**config.mk**
```make
export PLATFORM = sky130hd
export DESIGN_NAME = rtc_bus_ctrl
export DESIGN_NICKNAME = d
export VERILOG_FILES = /design/src/rtl/rtc_bus_ctrl.sv
export SDC_FILE = /design/constraint.sdc
export NUM_CORES = 1
export LEC_CHECK = 0
export CAP_MARGIN = 40
export CORE_MARGIN = 1
export CORE_UTILIZATION = 41
export CTS_CLUSTER_DIAMETER = 120
export CTS_CLUSTER_SIZE = 24
export DETAILED_ROUTE_END_ITERATION = 8
export PLACE_DENSITY = 0.75
export SYNTH_ARGS = -nofsm -noshare
export SYNTH_HDL_FRONTEND = slang
export SYNTH_SLANG_ARGS = --single-unit
```
**constraint.sdc**
```tcl
create_clock -name clk -period 1.46 [get_ports clk]
set_clock_uncertainty 0.05 [all_clocks]
set_input_delay 0.219 -clock clk [delete_from_list [all_inputs] [get_ports clk]]
set_output_delay 0.219 -clock clk [all_outputs]
set_load 0.01 [all_outputs]
```
**src/rtl/rtc_bus_ctrl.sv**
```systemverilog
// ============================================================================
//  Module      : rtc_bus_ctrl
//  Description : Runs one multiplexed address/data RTC bus cycle per request
//                and reports completion. Optional macro RTC_SHADOW_REGS_EN
//                adds a 16x8 shadow copy of the bytes that were read.
//  Revision    : 1.0 - initial release
// ============================================================================
`default_nettype none

module rtc_bus_ctrl #(
    parameter int T_STROBE = 4,
    parameter int T_GAP    = 2
) (
    input  logic       clk,
    input  logic       reset,
    input  logic [7:0] dirout,
    input  logic [3:0] dir_reg,
    input  logic [7:0] dato,
    input  logic       escritura,
    input  logic       lectura,
    input  logic [7:0] ad_in,
    output logic       fin,
    output logic [7:0] ad_out,
    output logic       ad_oe,
    output logic       ad_sel,
    output logic       cs_n,
    output logic       rd_n,
    output logic       wr_n,
    output logic [7:0] dato_leido,
    output logic [3:0] reg_sel,
    output logic       dato_valido
`ifdef RTC_SHADOW_REGS_EN
    ,
    input  logic [3:0] shadow_idx,
    output logic [7:0] shadow_dato
`endif
);

    localparam int c_max_t   = (T_STROBE > T_GAP) ? T_STROBE : T_GAP;
    localparam int c_cnt_w   = $clog2(c_max_t) + 1;
    localparam logic [c_cnt_w-1:0] c_strobe_last = c_cnt_w'(T_STROBE - 1);
    localparam logic [c_cnt_w-1:0] c_gap_last    = c_cnt_w'(T_GAP - 1);

    localparam logic [2:0] c_st_idle    = 3'd0;
    localparam logic [2:0] c_st_addr    = 3'd1;
    localparam logic [2:0] c_st_gap     = 3'd2;
    localparam logic [2:0] c_st_data    = 3'd3;
    localparam logic [2:0] c_st_done    = 3'd4;
    localparam logic [2:0] c_st_recover = 3'd5;

    logic [2:0]         r_state;
    logic [2:0]         w_next_state;
    logic [c_cnt_w-1:0] r_cnt;
    logic               w_last;
    logic               w_req;
    logic               w_capture;
    logic [7:0]         r_addr;
    logic [7:0]         r_dato;
    logic [3:0]         r_idx;
    logic               r_is_wr;
    logic [7:0]         r_dato_leido;
    logic [3:0]         r_reg_sel;

    assign w_req     = escritura | lectura;
    // Read data is taken on the edge that leaves DATA, so it is visible in DONE.
    assign w_capture = (r_state == c_st_data) && w_last && !r_is_wr;

    always_comb begin
        w_last = 1'b0;
        case (r_state)
            c_st_addr, c_st_data:   w_last = (r_cnt == c_strobe_last);
            c_st_gap, c_st_recover: w_last = (r_cnt == c_gap_last);
            c_st_done:              w_last = 1'b1;
            default:                w_last = 1'b0;
        endcase
    end

    always_comb begin
        w_next_state = r_state;
        case (r_state)
            c_st_idle:    if (w_req)  w_next_state = c_st_addr;
            c_st_addr:    if (w_last) w_next_state = c_st_gap;
            c_st_gap:     if (w_last) w_next_state = c_st_data;
            c_st_data:    if (w_last) w_next_state = c_st_done;
            c_st_done:                w_next_state = c_st_recover;
            c_st_recover: if (w_last) w_next_state = c_st_idle;
            default:                  w_next_state = c_st_idle;
        endcase
    end

    always_ff @(posedge clk) begin
        if (!reset) begin
            r_state      <= c_st_idle;
            r_cnt        <= '0;
            r_addr       <= '0;
            r_dato       <= '0;
            r_idx        <= '0;
            r_is_wr      <= 1'b0;
            r_dato_leido <= '0;
            r_reg_sel    <= '0;
        end else begin
            r_state <= w_next_state;
            if (w_next_state != r_state) begin
                r_cnt <= '0;
            end else if (r_state != c_st_idle) begin
                r_cnt <= r_cnt + 1'b1;
            end
            if ((r_state == c_st_idle) && w_req) begin
                r_addr  <= dirout;
                r_dato  <= dato;
                r_idx   <= dir_reg;
                r_is_wr <= escritura;
            end
            if (w_capture) begin
                r_dato_leido <= ad_in;
                r_reg_sel    <= r_idx;
            end
        end
    end

    always_comb begin
        fin         = 1'b0;
        dato_valido = 1'b0;
        cs_n        = 1'b1;
        rd_n        = 1'b1;
        wr_n        = 1'b1;
        ad_oe       = 1'b0;
        ad_sel      = 1'b0;
        ad_out      = 8'h00;
        case (r_state)
            c_st_addr: begin
                cs_n   = 1'b0;
                wr_n   = 1'b0;
                ad_oe  = 1'b1;
                ad_out = r_addr;
            end
            c_st_data: begin
                cs_n   = 1'b0;
                ad_sel = 1'b1;
                if (r_is_wr) begin
                    wr_n   = 1'b0;
                    ad_oe  = 1'b1;
                    ad_out = r_dato;
                end else begin
                    rd_n   = 1'b0;
                end
            end
            c_st_done: begin
                fin         = 1'b1;
                dato_valido = !r_is_wr;
            end
            default: ;
        endcase
    end

    assign dato_leido = r_dato_leido;
    assign reg_sel    = r_reg_sel;

`ifdef RTC_SHADOW_REGS_EN
    logic [7:0] r_shadow [16];

    always_ff @(posedge clk) begin
        if (!reset) begin
            for (int i = 0; i < 16; i++) begin
                r_shadow[i] <= 8'h00;
            end
        end else if (w_capture) begin
            r_shadow[r_idx] <= ad_in;
        end
    end

    assign shadow_dato = r_shadow[shadow_idx];
`endif

endmodule

`default_nettype wire

```
**After elaboration in Yosys (flattened, before gate mapping)**

Cells that the tools add are included.
Widths: inputs -> output; s select.

- Bits in registers: 39
- Latch bits: 0
- Memory bits (writable): 0
- Memory bits (read-only): 0
- Input port bits: 32
- Memories kept: 0

- Add/sub/neg operators: 1
- Multiply operators: 0
- Div/mod/pow operators: 0
- Order comparisons: 0
- Equality and inequality tests: 8
- Shift-type cells: 0
- Mux-type cells: 18
- Bitwise gates (word level): 2
- Reduce and logical (&&, ||, !) cells: 9

Operator list:

| cell | count |
|---|---|
| $pmux 3 s6 | 1 |
| $pmux 8 s2 | 1 |
| $mux 3 | 5 |
| $eq 3x2->1 const B | 3 |
| $mux 8 | 1 |
| $mux 1 | 7 |
| $eq 3x1->1 const B | 2 |
| $eq 3x3->1 const B | 2 |
| $reduce_or 2->1 | 3 |
| $pmux 1 s2 | 2 |
| $add 3x1->3 const B | 1 |
| $logic_and 1x1->1 | 3 |
| $logic_not 3->1 | 1 |
| $ne 3x3->1 | 1 |
| $pmux 1 s3 | 1 |
| $reduce_bool 3->1 | 1 |
| $logic_not 1->1 | 1 |
| $not 1->1 | 1 |
| $or 1x1->1 | 1 |

**Longest topological paths before layout**

- Word-level depth: 7
- Depth in mapped cells: 6
- Gate-level depth less buffers: 5

**Worst setup path after synthesis**

Ideal clock, no wire load.

- Path kind: reg2out
- Start: reg r_state[1]
- End: out ad_out[2]
- Arrival time: 1.235 ns
- Setup slack: -0.044 ns
- Cell stages (with the launch flop): 5
- Buffers on the path: 2
- Path through: dfxtp_1 -> clkbuf_1 -> clkbuf_1 -> nand3_1 -> a21oi_1

- Word-level cells in the longest chain between the ends: 2
- Elaborated cells on any way between the ends: 3
- Those cells by class: eq/ne (2); mux (1)

Ends and longest elaborated chain:

| item | RTL line | source |
|---|---|---|
| start, declared | 51 | `logic [2:0] r_state;` |
| start signal, assigned | 93 | `r_state <= c_st_idle;` |
| start signal, assigned | 102 | `r_state <= w_next_state;` |
| $eq 3x2->1 / $eq 3x1->1 (equally long branches) | 130 | `case (r_state)` |
| $pmux 8 s2 * | 130 |  |
| end, declared | 23 | `output logic [7:0] ad_out,` |

Every way passes the cells marked *; elsewhere a longest branch is shown, timed or not.

**Final worst setup path**

- Start: reg r_state[2]
- End: reg r_reg_sel[3], in the netlist reg_sel[3]

- Word-level cells in the longest chain between the ends: 5
- Elaborated cells on any way between the ends: 10
- Those cells by class: eq/ne (5); mux (1); reduce/logical (4)

Ends and longest elaborated chain:

| item | RTL line | source |
|---|---|---|
| $eq 3x3->1, or another cell as far along | 70 | `case (r_state)` |
| $reduce_or 2->1, on equally long branches | -- |  |
| $pmux 1 s3 | 70 |  |
| $logic_and 1x1->1 * (2 in series) | 66 | `assign w_capture = (r_state == c_st_data) && w_last && !r_is_wr;` |
| end signal, assigned | 116 | `r_reg_sel <= r_idx;` |
| end, declared | 62 | `logic [3:0] r_reg_sel;` |

Marks and branches as above.
A chain may end at the register's enable or synchronous reset.

==> key figures <==
Outcome
  – Status: finished, violations left
  – Failing checks: setup timing

Logic synthesis
  – Synth cell types: 36
  – Multiplexer share of the synthesized area: between 7 and 8%
  – Synth top area share: 42.6%
  – Post-synth ARST share: 0%
  – Post-Synth Simple-Gate Area: 27.4%
  – Post-synth EDFFs: 0
  – Netlist Area Pre-Place: approximately 1800 µm²
  – Seq cells post-synth: 39
  – Post-synthesis sequential area ratio: between 40% and 50%
  – Ys flop type: dfxtp_1
  – Synth Area per Inst: ~8.4 µm²
  – Cell taking the most area after synthesis: dfxtp_1
  – Synth Area in XOR/XNOR: about 1.9%
  – Synth Area in Compound Gates: 15.6%
  – Largest family of logic cells by synthesized area: simple AND/OR/NAND/NOR gates
  – Area contributors post-synth: dfxtp_1, nand2_1, a21boi_1
  – Mapped Cells: around 220
  – Net Count, Synth: ~250
  – Synth Area in Adders: 0.683%
  – Yosys warning count: 0

Power
  – Combinational Power Share: 21.7%
  – Leakage: ~1.3 nW
  – Int Power: roughly 0.0017 W
  – Clk pwr share: between 30% and 40%
  – Net Sw Power: 0.000631 W
  – Flop pwr share: 48.4%
  – PD cells: a little over 800 nW/µm²
  – Sw Ratio: 26.7%
  – Max IR drop VDD: about 690 µV

Die
  – Chip Width: 68.9 µm
  – Starting density of the core: around 44%
  – DIE AREA: roughly 4700 µm²
  – Core box area: about 4100 µm²
  – Die Ht: slightly below 70 µm
  – Boundary pin count: between 50 and 60
  – Row Count: 23

Timing
  – Setup_tns: -3.20 ns
  – Max-slew headroom: between 70% and 80%
  – Max Freq: around 630 MHz
  – Finish-stage setup viols: between 40 and 50
  – Final Hold Vio Count: 0
  – Final period util: 109%
  – Final min period: approximately 1.6 ns
  – RSZ-0062 raised after global routing: yes
  – Final hold slack: 0.406 ns
  – Fin worst setup slack: -0.131 ns
  – Max Slew Vio Count: 0
  – Slew @ Worst Pin: ~0.33 ns

Placed design
  – Dpl ws: -0.139 ns
  – Post-DP HPWL: 3030 µm
  – Placement Cell Area: 2620 µm²
  – IO buf count: 58
  – Final GP Congestion: around 0.88

Detailed routing
  – Starting DRT DRC Count: 82
  – # DRC: 0
  – Post-DR wirelength/cell: between 10 and 15 µm
  – Vias: around 1,800
  – Drt pass-1 iters: 4
  – DRT Wirelength: about 4800 µm
  – Via/cell ratio: approximately 5
  – Post-route ant nets: 0

Critical path
  – Crit. End Element: register
  – Crit Path Max Fanout: 12
  – Largest stage delay on the critical path: approximately 0.32 ns
  – CP Launch Type: register
  – Crit. Startpoint: r_state[2]$_SDFF_PN0_
  – CP cell instances: and2b_2 > inv_4 > buf_6 > nor3_4 > buf_12 > mux2i_2 > nor2b_1
  – Critical Path RT: ~1.6 ns
  – Crit path kind: reg -> reg
  – CP arrival: around 1.7 ns
  – Worst r2r src: r_state[2]$_SDFF_PN0_
  – Crit path max-delay cell type: dfxtp_2

Clocking
  – Clk Latency, worst-skew pair: 0.29 ns
  – Clock Path Buffers: 2
  – Root buf cell: clkbuf_8
  – CTS tree: built
  – CTS Buf Count: 5
  – Clock sinks: 39
  – Cts hold-fix bufs: 0
  – H-tree levels: 2
  – Clock-pin slew of the registers on the worst-case setup and hold paths: 0.08 ns

Hold path
  – HP Class: reg -> reg
  – Hold Crit Start: r_idx[2]$_SDFFE_PN0P_

Global route
  – Largest net degree at the start of global routing: 21
  – Global-route wire length before repair: 7060 µm
  – Initial antenna violation count: 0
  – Total Routing Usage GR: roughly a fifth
  – Vias in the first global route: ~1,700
  – Overflow left after global routing: 0

Layout
  – Most frequent cells in the layout: nand2_1, dfxtp_1, clkdlybuf4s50_1
  – Commonest non-fill, non-tap cell in the layout: nand2_1
  – NumNets Final: 330
  – Area Overhead vs Synth: 57.7%
  – Share of layout cells above drive strength 1: ~28%
  – Final instance area: about 2900 µm²
  – Antenna Diode Count: 0
  – Fillers: ~310

Run
  – Max Cap Viol: 0
==> stage by stage <==
step	cells	power [W]	utilization (%)
after floorplan	219	0.00137	-
after global placement	333	0.00160	63.3
after global routing	348	0.00248	69.8
after CTS	343	0.00233	65.7
final	348	0.00237	69.8
after detailed placement	333	0.00160	63.3
==> per-layer routing <==
layer | GRT usage, % | vias up | wire, µm
met4 | 8.16 | 0 | 71
met1 | 24.2 | 839 | 2110
met3 | 5.92 | 6 | 227
li1 | - | 890 | -
met5 | 0 | - | 0
met2 | 34.6 | 54 | 2420
==> area by class of cell <==
class	instances	area, µm²	area share (%)
Multi-Input combinational cell	160	1060	36.8
Clock buffer	6	72.6	2.51
Clock inverter	2	12.5	0.433
Sequential cell	39	786	27.2
Inverter	3	13.8	0.476
Tap cell	50	62.6	2.16
Timing Repair Buffer	88	881	30.5
==> worst max-delay path: cells and delay by family (launching register included) <==
| family | cells | cell delay (ns) |
|---|---|---|
| simple gates | 3 | 0.52 |
| buf+inv | 3 | 0.38 |
| flops | 1 | 0.32 |
| mux | 1 | 0.22 |
==> power by group through the flow <==
stage                     Combinational (W)  Clock (W)  Sequential [W]
after floorplan                    0.000203          0         0.00116
after global placement             0.000432          0         0.00117
after detailed placement           0.000436          0         0.00117
after CTS                          0.000458   0.000735         0.00114
after global routing               0.000553   0.000778         0.00115
final                              0.000513   0.000710         0.00115
==> repair_timing <==
action	4_1_cts	5_1_grt
buffers inserted	1	3
pin swaps	2	6
gates cloned	1	2
endpoints found under the hold margin	0	0
endpoints found under the setup margin	50	59
gates resized for setup	74	36
==> cells by family after synthesis <==
kind of cell / Yosys count
muxes: 13
xor gates and xnor gates: 4
adders and majority gates: 1
DFF: 39
buffers and inverters: 20
and+or+nand+nor: 100
AOI/OAI and AO/OA: 42
==> registers in the layout (all words and copies together) (netlist names) <==
name	flops
dato_leido	8
r_is_wr	1
r_idx	4
r_cnt	3
reg_sel	4
r_addr	8
r_state	3
r_dato	8
==> cells in the mapped netlist, drive strengths merged, types with 3 or more instances <==
master	number
clkbuf	12
a21boi	20
nand2b	11
nor2b	15
xnor2	3
nor3	5
nand3	10
nor2	4
dfxtp	39
nand2	46
a21oi	10
mux2i	13
inv	3
buf	5
o21ai	4
==> path summary, 6_finish.rpt <==
| kind | endpoint | slack (ns) | cells past startpoint |
|---|---|---|---|
| setup / recovery | reg_sel[3]$_SDFFE_PN0P_ | -0.13 | 7 |
| hold / removal | r_idx[2]$_SDFFE_PN0P_ | 0.41 | 2 |
| setup reg to reg | reg_sel[3]$_SDFFE_PN0P_ | -0.13 | 7 |
| hold reg to reg | r_idx[2]$_SDFFE_PN0P_ | 0.41 | 2 |
No activity file was read; power rests on OpenSTA's default activity.
